$ cat src/rtl/loader_pkg.sv
// rtl/loader_pkg.sv - shared types and constants for the program loader
// Purpose: FSM state encoding and image-format constants used by prog_loader.
// Ports:   none (package).
package loader_pkg;

    typedef enum logic [2:0] {
        S_IDLE   = 3'd0,
        S_CNT_LO = 3'd1,
        S_CNT_HI = 3'd2,
        S_W_LO   = 3'd3,
        S_W_HI   = 3'd4,
        S_CHK    = 3'd5,
        S_DONE   = 3'd6,
        S_ERR    = 3'd7
    } loader_state_t;

    localparam logic [7:0] CHK_SEED       = 8'h00;
    localparam int         BYTES_PER_WORD = 2;

endpackage

$ cat src/rtl/prog_loader.sv
// rtl/prog_loader.sv - byte-stream program image loader for the instruction memory
// Purpose: parses {cnt_lo, cnt_hi, N x {w_lo, w_hi}, chk}, writes 9-bit words to the
//          instruction memory write port and holds the processor in start until the
//          image has loaded with a good checksum.
// Ports:   clk, reset (sync, active-high); load_req pulse; in_valid/in_data/in_ready
//          byte stream; im_wr_en/im_wr_addr/im_wr_data memory write port; cpu_start,
//          load_done, load_err status levels; words_loaded write count.
module prog_loader
    import loader_pkg::*;
#(
    parameter int D    = 12,
    parameter int W    = 9,
    parameter int MAXW = 2**D
) (
    input  logic         clk,
    input  logic         reset,
    input  logic         load_req,
    input  logic         in_valid,
    input  logic [7:0]   in_data,
    output logic         in_ready,
    output logic         im_wr_en,
    output logic [D-1:0] im_wr_addr,
    output logic [W-1:0] im_wr_data,
    output logic         cpu_start,
    output logic         load_done,
    output logic         load_err,
    output logic [D:0]   words_loaded
);

    loader_state_t state;
    logic [15:0]   rem;       // words still to be received
    logic [7:0]    cnt_lo_q;
    logic [7:0]    w_lo_q;
    logic [7:0]    xsum;
    logic          wr_pend;
    logic [D-1:0]  addr_q;
    logic [W-1:0]  data_q;
    logic [D:0]    wcnt;

    logic          accept;
    logic [15:0]   n_full;

    assign in_ready = (state == S_CNT_LO) || (state == S_CNT_HI) || (state == S_W_LO) ||
                      (state == S_W_HI)   || (state == S_CHK);
    assign accept   = in_valid && in_ready;
    assign n_full   = {in_data, cnt_lo_q};

    always_ff @(posedge clk) begin
        if (reset) begin
            state    <= S_IDLE;
            rem      <= '0;
            cnt_lo_q <= '0;
            w_lo_q   <= '0;
            xsum     <= CHK_SEED;
            wr_pend  <= 1'b0;
            addr_q   <= '0;
            data_q   <= '0;
            wcnt     <= '0;
        end else begin
            wr_pend <= 1'b0;

            // The write issued this cycle completes; advance the address but never wrap,
            // so an image of exactly MAXW words leaves the address parked at MAXW-1.
            if (wr_pend) begin
                wcnt <= wcnt + (D+1)'(1);
                if (addr_q != {D{1'b1}}) begin
                    addr_q <= addr_q + D'(1);
                end
            end

            if (accept && state != S_CHK) begin
                xsum <= xsum ^ in_data;
            end

            case (state)
                S_IDLE, S_DONE, S_ERR: begin
                    if (load_req) begin
                        state  <= S_CNT_LO;
                        xsum   <= CHK_SEED;
                        addr_q <= '0;
                        wcnt   <= '0;
                    end
                end
                S_CNT_LO: begin
                    if (accept) begin
                        cnt_lo_q <= in_data;
                        state    <= S_CNT_HI;
                    end
                end
                S_CNT_HI: begin
                    if (accept) begin
                        rem <= n_full;
                        if (n_full == 16'd0) begin
                            state <= S_CHK;
                        end else if ({1'b0, n_full} > 17'(MAXW)) begin
                            state <= S_ERR;
                        end else begin
                            state <= S_W_LO;
                        end
                    end
                end
                S_W_LO: begin
                    if (accept) begin
                        w_lo_q <= in_data;
                        state  <= S_W_HI;
                    end
                end
                S_W_HI: begin
                    if (accept) begin
                        // Only bit 0 of the high byte carries data; the rest is padding.
                        data_q  <= W'({in_data[0], w_lo_q});
                        wr_pend <= 1'b1;
                        rem     <= rem - 16'd1;
                        state   <= (rem == 16'd1) ? S_CHK : S_W_LO;
                    end
                end
                S_CHK: begin
                    if (accept) begin
                        state <= (in_data == xsum) ? S_DONE : S_ERR;
                    end
                end
                default: state <= S_IDLE;
            endcase
        end
    end

    // Gating with reset drops a write that is pending in the very cycle reset arrives.
    assign im_wr_en     = wr_pend && !reset;
    assign im_wr_addr   = addr_q;
    assign im_wr_data   = data_q;
    assign cpu_start    = (state != S_DONE);
    assign load_done    = (state == S_DONE);
    assign load_err     = (state == S_ERR);
    assign words_loaded = wcnt;

endmodule

$ cat config.mk
export PLATFORM = sky130hd
export DESIGN_NAME = prog_loader
export DESIGN_NICKNAME = d
export VERILOG_FILES = /design/src/rtl/loader_pkg.sv /design/src/rtl/prog_loader.sv
export SDC_FILE = /design/constraint.sdc
export NUM_CORES = 1
export LEC_CHECK = 0
export CAP_MARGIN = 10
export CORE_ASPECT_RATIO = 1.4
export CORE_MARGIN = 2
export CORE_UTILIZATION = 29
export DETAILED_ROUTE_END_ITERATION = 6
export SYNTH_ARGS = -nofsm -noshare
export SYNTH_HDL_FRONTEND = slang
export SYNTH_SLANG_ARGS = --single-unit
$ cat constraint.sdc
create_clock -name clk -period 2.7 [get_ports clk]
set_input_delay 0.405 -clock clk [delete_from_list [all_inputs] [get_ports clk]]
set_output_delay 0.405 -clock clk [all_outputs]
set_load 0.02 [all_outputs]
==> results of run 1 <==
-- cells in the final DEF (no fill, tap or decap), drive strengths merged, types with 3 or more instances in the layout --
cell           netlist  layout
buf                 11      20
a31oi                5       5
nand2b               6       6
o211ai              11      11
nor3                15      15
clkdlybuf4s50        0      49
nand4               16      16
xnor2               20      20
clkbuf              23      12
nor2b                7       7
and2                 8       8
a22o                 3       3
nor4b                6       6
nor3b                6       6
o22ai                3       3
nand2               64      64
and4                 3       3
nor4                11      11
inv                  9       9
nand3b               5       5
a311oi               3       3
a22oi                7       7
nor2                43      43
ha                   4       4
nand3               11      11
a21oi               44      44
nand4b               5       5
mux2i                7       7
o21ai               15      15
and3                 4       4
a211oi               4       4
xor2                15      15
dfxtp               78      78
-- flip-flops by register name, summed over array words and instances, names as in the netlist --
| signal | count |
|---|---|
| rem | 16 |
| im_wr_addr | 12 |
| xsum | 8 |
| wr_pend | 1 |
| cnt_lo_q | 8 |
| im_wr_data | 9 |
| w_lo_q | 8 |
| words_loaded | 13 |
| state | 3 |
-- metrics by stage --
step / power [mW] / hold slack, ps / instances / util
global placement: 1.94 / 445 / 718 / 0.347
CTS: 3.06 / 459 / 733 / 0.367
floorplan: 1.76 / 432 / 498 / -
global route: 3.18 / 474 / 733 / 0.367
finish: 3.03 / 456 / 733 / 0.367
detailed placement: 1.95 / 450 / 718 / 0.347
-- worst max path at each step --
stage | slack [ps] | cells past startpoint | from | endpoint
after detailed placement | 630 | 6 | in_valid | rem[15]
after global placement | 640 | 6 | in_valid | rem[15]
after global routing | 300 | 3 | state[2] | in_ready
final | 400 | 3 | state[2] | in_ready
after CTS | 390 | 3 | state[2] | in_ready
after floorplan | 900 | 4 | reset | im_wr_en
-- final cells by class --
type / count / area [µm²]
fill: 1439 / 8730
multi-input combinational: 377 / 2310
sequential: 78 / 1560
timing repair buffer: 69 / 651
clock buffer: 12 / 246
tap: 185 / 231
inverter: 9 / 33.8
clock inverter: 3 / 21.3
-- metal layers --
metal / up-vias / wire length (µm)
met5: - / 0
met4: 0 / 348
met3: 24 / 462
met2: 90 / 5460
met1: 1774 / 4690
li1: 1869 / -
-- worst register-to-register path, delay by kind of cell (launching register included) --
family                   cells  cell delay (ps)
AO/OA/AOI/OAI                1               90
adder cells (fa/ha/maj)      1              220
flip-flops                   1              360
AND/OR/NAND/NOR              3             1120
buffers and inverters        1               70
-- power groups by stage --
stage | sequential [mW] | combinational, mW | clock, mW
floorplan | 1.27 | 0.489 | 0
global placement | 1.30 | 0.643 | 0
detailed placement | 1.30 | 0.652 | 0
CTS | 1.27 | 0.653 | 1.13
global route | 1.29 | 0.719 | 1.17
finish | 1.28 | 0.656 | 1.10
-- kinds of logic (layout without fill, tap and decap cells) --
logic type | Yosys count | count (layout)
XOR/XNOR | 35 | 35
adder cells (fa/ha/maj) | 4 | 4
AO/OA/AOI/OAI | 111 | 111
AND/OR/NAND/NOR | 220 | 220
multiplexers | 7 | 7
buffers and inverters | 43 | 93
flip-flops | 78 | 78
==> results.md, run 1 <==
* Maxcap violations at 0
* GPL Wtd Cong at 0.825
* Leakage at 1.63 nW
* P_sw at 0.916 mW
* CP Launch Type: flop
* Critical path cell sequence: nor3_1 -> a21oi_1 -> clkdlybuf4s50_1
* Most frequent cell after synthesis: dfxtp_1
* # diodes at 0
* Global route overflow at 0
* # IOs at 51
* Final setup violation count at 0
* Number of flops mapped to enable cells by yosys at 0
* Avg WL per Cell at 15.0 µm
* DP Area at 4790 µm²
* Setup TNS at 0 ps
* DRC viols at 0
* Worst slew pin tran at 754 ps
* Die X at 104 µm
* 1st-pass router iterations at 4
* Final hold viol count at 0
* Sequential power share at 0.421
* WHS Endpoint: im_wr_data[0]
* R2R depth at 6
* CP max FO at 13
* Pwr Density at 600 nW/µm²
* Final Slew Violations at 0
* Status: complete, no violations
* Seq cells post-synth at 78
* Later-pin clock latency in the skew report at 330 ps
* Design area at 5060 µm²
* Vias/cell at 5.13
* Pint at 2.12 mW
* Synth Area in Adders at 0.0123
* Initial antenna violation count at 0
* Clock power frac at 0.363
* Mean post-synth cell area at 8.16 µm²
* Hold Buf Count CTS at 0
* Critical Path RT at 2300 ps
* Met2 Track Usage GR at 0.252
* Sw frac at 0.302
* Final period util at 0.852
* Post-CTS sizing at 0
* Num CTS Buffers at 9
* Synth Area in XOR/XNOR at 0.0755
* Clock sinks at 78
* Mapped Cells at 498
* Final worst slack at 401 ps
* CP max stage cell: clkdlybuf4s50_1
* Combinational share of power at 0.216
* R2R setup slack at 720 ps
* Post-synth ARST share at 0
* Routed Wire Length at 11000 µm
* Area growth syn-to-layout at 24.5%
* Pre-CTS setup slack at 630 ps
* Largest cells by area after synthesis: dfxtp_1 (38%), nand2_1 (5.9%), a21oi_1 (5.4%)
* Max clock buf depth at 2
* RSZ-0062 raised after global routing: no
* DR iter-0 viols at 144
* First-pass GRT wire length at 18000 µm
* H-Tree Level Count at 3
* Main combinational cell family by area after synthesis: simple AND/OR/NAND/NOR gates
* Hold Crit Class: reg2reg
* Ys flop type: dfxtp_1
* Final Skew at 6.92 ps
* Synthesized Nets at 514
* Worst setup path category: reg2out
* Number of global-route vias before repair at 3698
* Nets at 560
* Sequential-to-total area share from yosys stat at 0.384
* PortBufs at 50
* Mux share of post-synthesis cell area at 0.0173
* Final ANT Viol Nets at 0
* Total GRT Usage at 0.147
* Clk root buf: clkbuf_16
* Crit path buffers/inverters at 1
* Postcts setup bufs at 0
* Largest net degree at the start of global routing at 38
* Met3 GRT Util at 0.0230
* Worst Hold Launch: im_wr_data[0]
* Crit-path leading delay family: buffers and inverters
* WHS Path Cells at 2
* Ys Warns at 0
* Die H at 144 µm
* Relative slew slack at 0.496
* Worst VDD drop at 0.314 mV
* Post-DP HPWL at 7770 µm
* Simple-Gate Fraction of Synth Area at 0.289
* Crit path capture type: primary output
* Synth Area in Compound Gates at 0.174
* Post-synth top cells: dfxtp_1 (78), nand2_1 (64), a21oi_1 (44)
* Worst r2r src: rem[0]
* Area leader, netlist: dfxtp_1
* # rows at 51
* Yosys top cell area share at 0.384
* Die footprint at 15000 µm²
* Reg-to-Reg End: rem[14]
* Slowest Stage Delay on Critical Path at 670 ps
* DR vias at 3757
* Starting density of the core at 0.295
* Clk slew on worst S/H paths at 60 ps
* Fraction of layout cells with a size suffix above 1 at 0.0839
* CTS tree: built
* Tmin final at 2300 ps
* GR peak layer: met2
* M1 GR Usage at 0.180
* Synth unique cells at 61
* Core box area at 13800 µm²
* FMAX at 435 MHz
* Synthesized area at 4060 µm²
* CP Data Arrival Time at 1890 ps
Note: power is estimated with default switching activity, not from simulation.
==> inputs of run 2 (changes only) <==
SLEW_MARGIN = 25   (was default)
TNS_END_PERCENT = 20   (was default)
==> results of run 2 <==
Final layout, timing and power as in run 1 (identical DEF).
==> inputs of run 3 (changes only) <==
ABC_AREA = 1   (was default)
==> run 3 against run 2 <==
Compared with the run above: clock power increased by 13%; worst setup slack got worse by 18 ps; fmax decreased by 0.79%; clock-buffer cell count decreased by 2; critical endpoint is now load_done.
==> results.md, run 3 <==
* Synth Area in XOR/XNOR at 0.0429
* Setup TNS at 0 ps
* PortBufs at 50
* WHS Path Cells at 2
* Largest cells by area after synthesis: dfxtp_1 (40%), nor2_1 (14%), nand2_1 (11%)
* Clk slew on worst S/H paths at 60 ps
* H-Tree Level Count at 3
* Tmin final at 2320 ps
* CTS tree: built
* Reg area at 1560 µm²
* Die H at 141 µm
* Final setup violation count at 0
* Synthesized Nets at 599
* Sequential-to-total area share from yosys stat at 0.403
* Most frequent cell after synthesis: nor2_1
* RSZ-0062 raised after global routing: no
* Yosys top cell area share at 0.403
* Post-DP HPWL at 7490 µm
* Starting density of the core at 0.294
* Synth unique cells at 35
* Area leader, netlist: dfxtp_1
* Vias/cell at 4.64
* Worst Hold Launch: cnt_lo_q[7]
* First-pass GRT wire length at 16800 µm
* Leading cell type in the layout, fill and taps excluded: nor2_1
* Post-synth top cells: nor2_1 (145), nand2_1 (117), dfxtp_1 (78)
* FILL cells at 1403
* Ys Warns at 0
* Power Total at 4.17 mW
* Worst VDD drop at 0.366 mV
* Synth Area in Adders at 0.0129
* Final hold viol count at 0
* Relative slew slack at 0.707
* Ys flop type: dfxtp_1
* 1st-pass router iterations at 4
* Reg-to-Reg End: rem[6]
* Maxcap violations at 0
* Nets at 653
* Final ANT Viol Nets at 0
* Number of flops mapped to enable cells by yosys at 0
* Mapped Cells at 583
* Global route overflow at 0
* CP Data Arrival Time at 1910 ps
* # rows at 50
* Mean post-synth cell area at 6.65 µm²
* # diodes at 0
* Fraction of layout cells with a size suffix above 1 at 0.0592
* Crit path capture type: primary output
* Hold Buf Count CTS at 0
* R2R setup slack at 800 ps
* GPL Wtd Cong at 0.913
* # IOs at 51
* Num CTS Buffers at 9
* Post-CTS sizing at 0
* Worst setup path category: reg2out
* Clock sinks at 78
* DR iter-0 viols at 214
* Synth Area in Compound Gates at 0.138
* Area growth syn-to-layout at 26.4%
* Mux share of post-synthesis cell area at 0
* Initial antenna violation count at 0
* Die footprint at 14300 µm²
* Core box area at 13200 µm²
* CP max FO at 9
* Postcts setup bufs at 0
* Hold WS at 478 ps
* Total GRT Usage at 0.146
* Worst r2r src: state[2]
* Max clock buf depth at 2
* Most frequent cells in the layout: nor2_1 (145), nand2_1 (117), dfxtp_1 (78)
* WHS Endpoint: cnt_lo_q[7]
* FMAX at 431 MHz
* DRC viols at 0
* CP Launch Type: flop
* Simple-Gate Fraction of Synth Area at 0.340
* Hold Crit Class: reg2reg
* Worst slew pin tran at 435 ps
* Final Skew at 6.09 ps
* Critical Path RT at 2300 ps
* Status: complete, no violations
* Die X at 102 µm
* Pwr Density at 852 nW/µm²
* Crit path from: state[2]
* Post-synth ARST share at 0
* Routed Wire Length at 10200 µm
* Multi-input combinational cell area at 2070 µm²
* Avg WL per Cell at 12.4 µm
* R2R depth at 8
* Largest net degree at the start of global routing at 33
* Main combinational cell family by area after synthesis: simple AND/OR/NAND/NOR gates
* Max FFs per register at 16
* Largest Register: rem
* Leakage at 1.94 nW
* Number of global-route vias before repair at 3528
* DR vias at 3825
* Later-pin clock latency in the skew report at 330 ps
* Synthesized area at 3870 µm²
* Final period util at 0.858
* Clk root buf: clkbuf_16
* Seq cells post-synth at 78
* Final Slew Violations at 0
==> run 3: worst max-delay path, cell delays in order (launching register included) <==
cell and delay [ps]:
dfxtp_1 550, inv_1 130, nor2_1 230, clkdlybuf4s50_1 680
==> run 3: area by class of cell <==
cell class / count / share of cell area
inverters: 43 / 0.0332
flip-flops and latches: 78 / 0.319
well taps: 182 / 0.0465
clock buffers: 10 / 0.0488
multi-input cells: 446 / 0.423
clock inverters: 6 / 0.0140
repair buffers: 59 / 0.116
==> run 3: how the worst max path moves through the flow <==
stage / cells past startpoint / end
3_5_place_dp: 3 / im_wr_en
6_report: 3 / load_done
4_1_cts: 3 / load_done
2_1_floorplan: 6 / words_loaded[12]
3_3_place_gp: 3 / im_wr_en
5_1_grt: 3 / load_done
==> run 3: metrics by stage <==
stage	std cells	setup slack (ps)	area [µm²]	utilization
floorplan	583	1100	3870	-
global placement	808	577	4590	0.348
detailed placement	808	591	4590	0.348
CTS	824	354	4900	0.371
global route	824	247	4900	0.371
finish	824	382	4900	0.371
==> run 3: per-layer routing <==
layer,up-vias,share of wire,global-route usage
li1,1989,-,-
met1,1749,0.43,0.172
met2,70,0.53,0.249
met3,17,0.029,0.0288
met4,0,0.019,0.0740
met5,-,0,0
==> run 3: cells by family after synthesis <==
| family | Yosys count |
|---|---|
| and+or+nand+nor | 323 |
| AOI/OAI and AO/OA | 100 |
| DFF | 78 |
| buffers and inverters | 59 |
| xor gates and xnor gates | 19 |
| adders and majority gates | 4 |
==> run 3: report_power, final <==
| part | switching [mW] | internal (mW) |
|---|---|---|
| Combinational | 0.976 | 0.525 |
| Clock | 0.491 | 0.748 |
| Sequential | 0.129 | 1.30 |
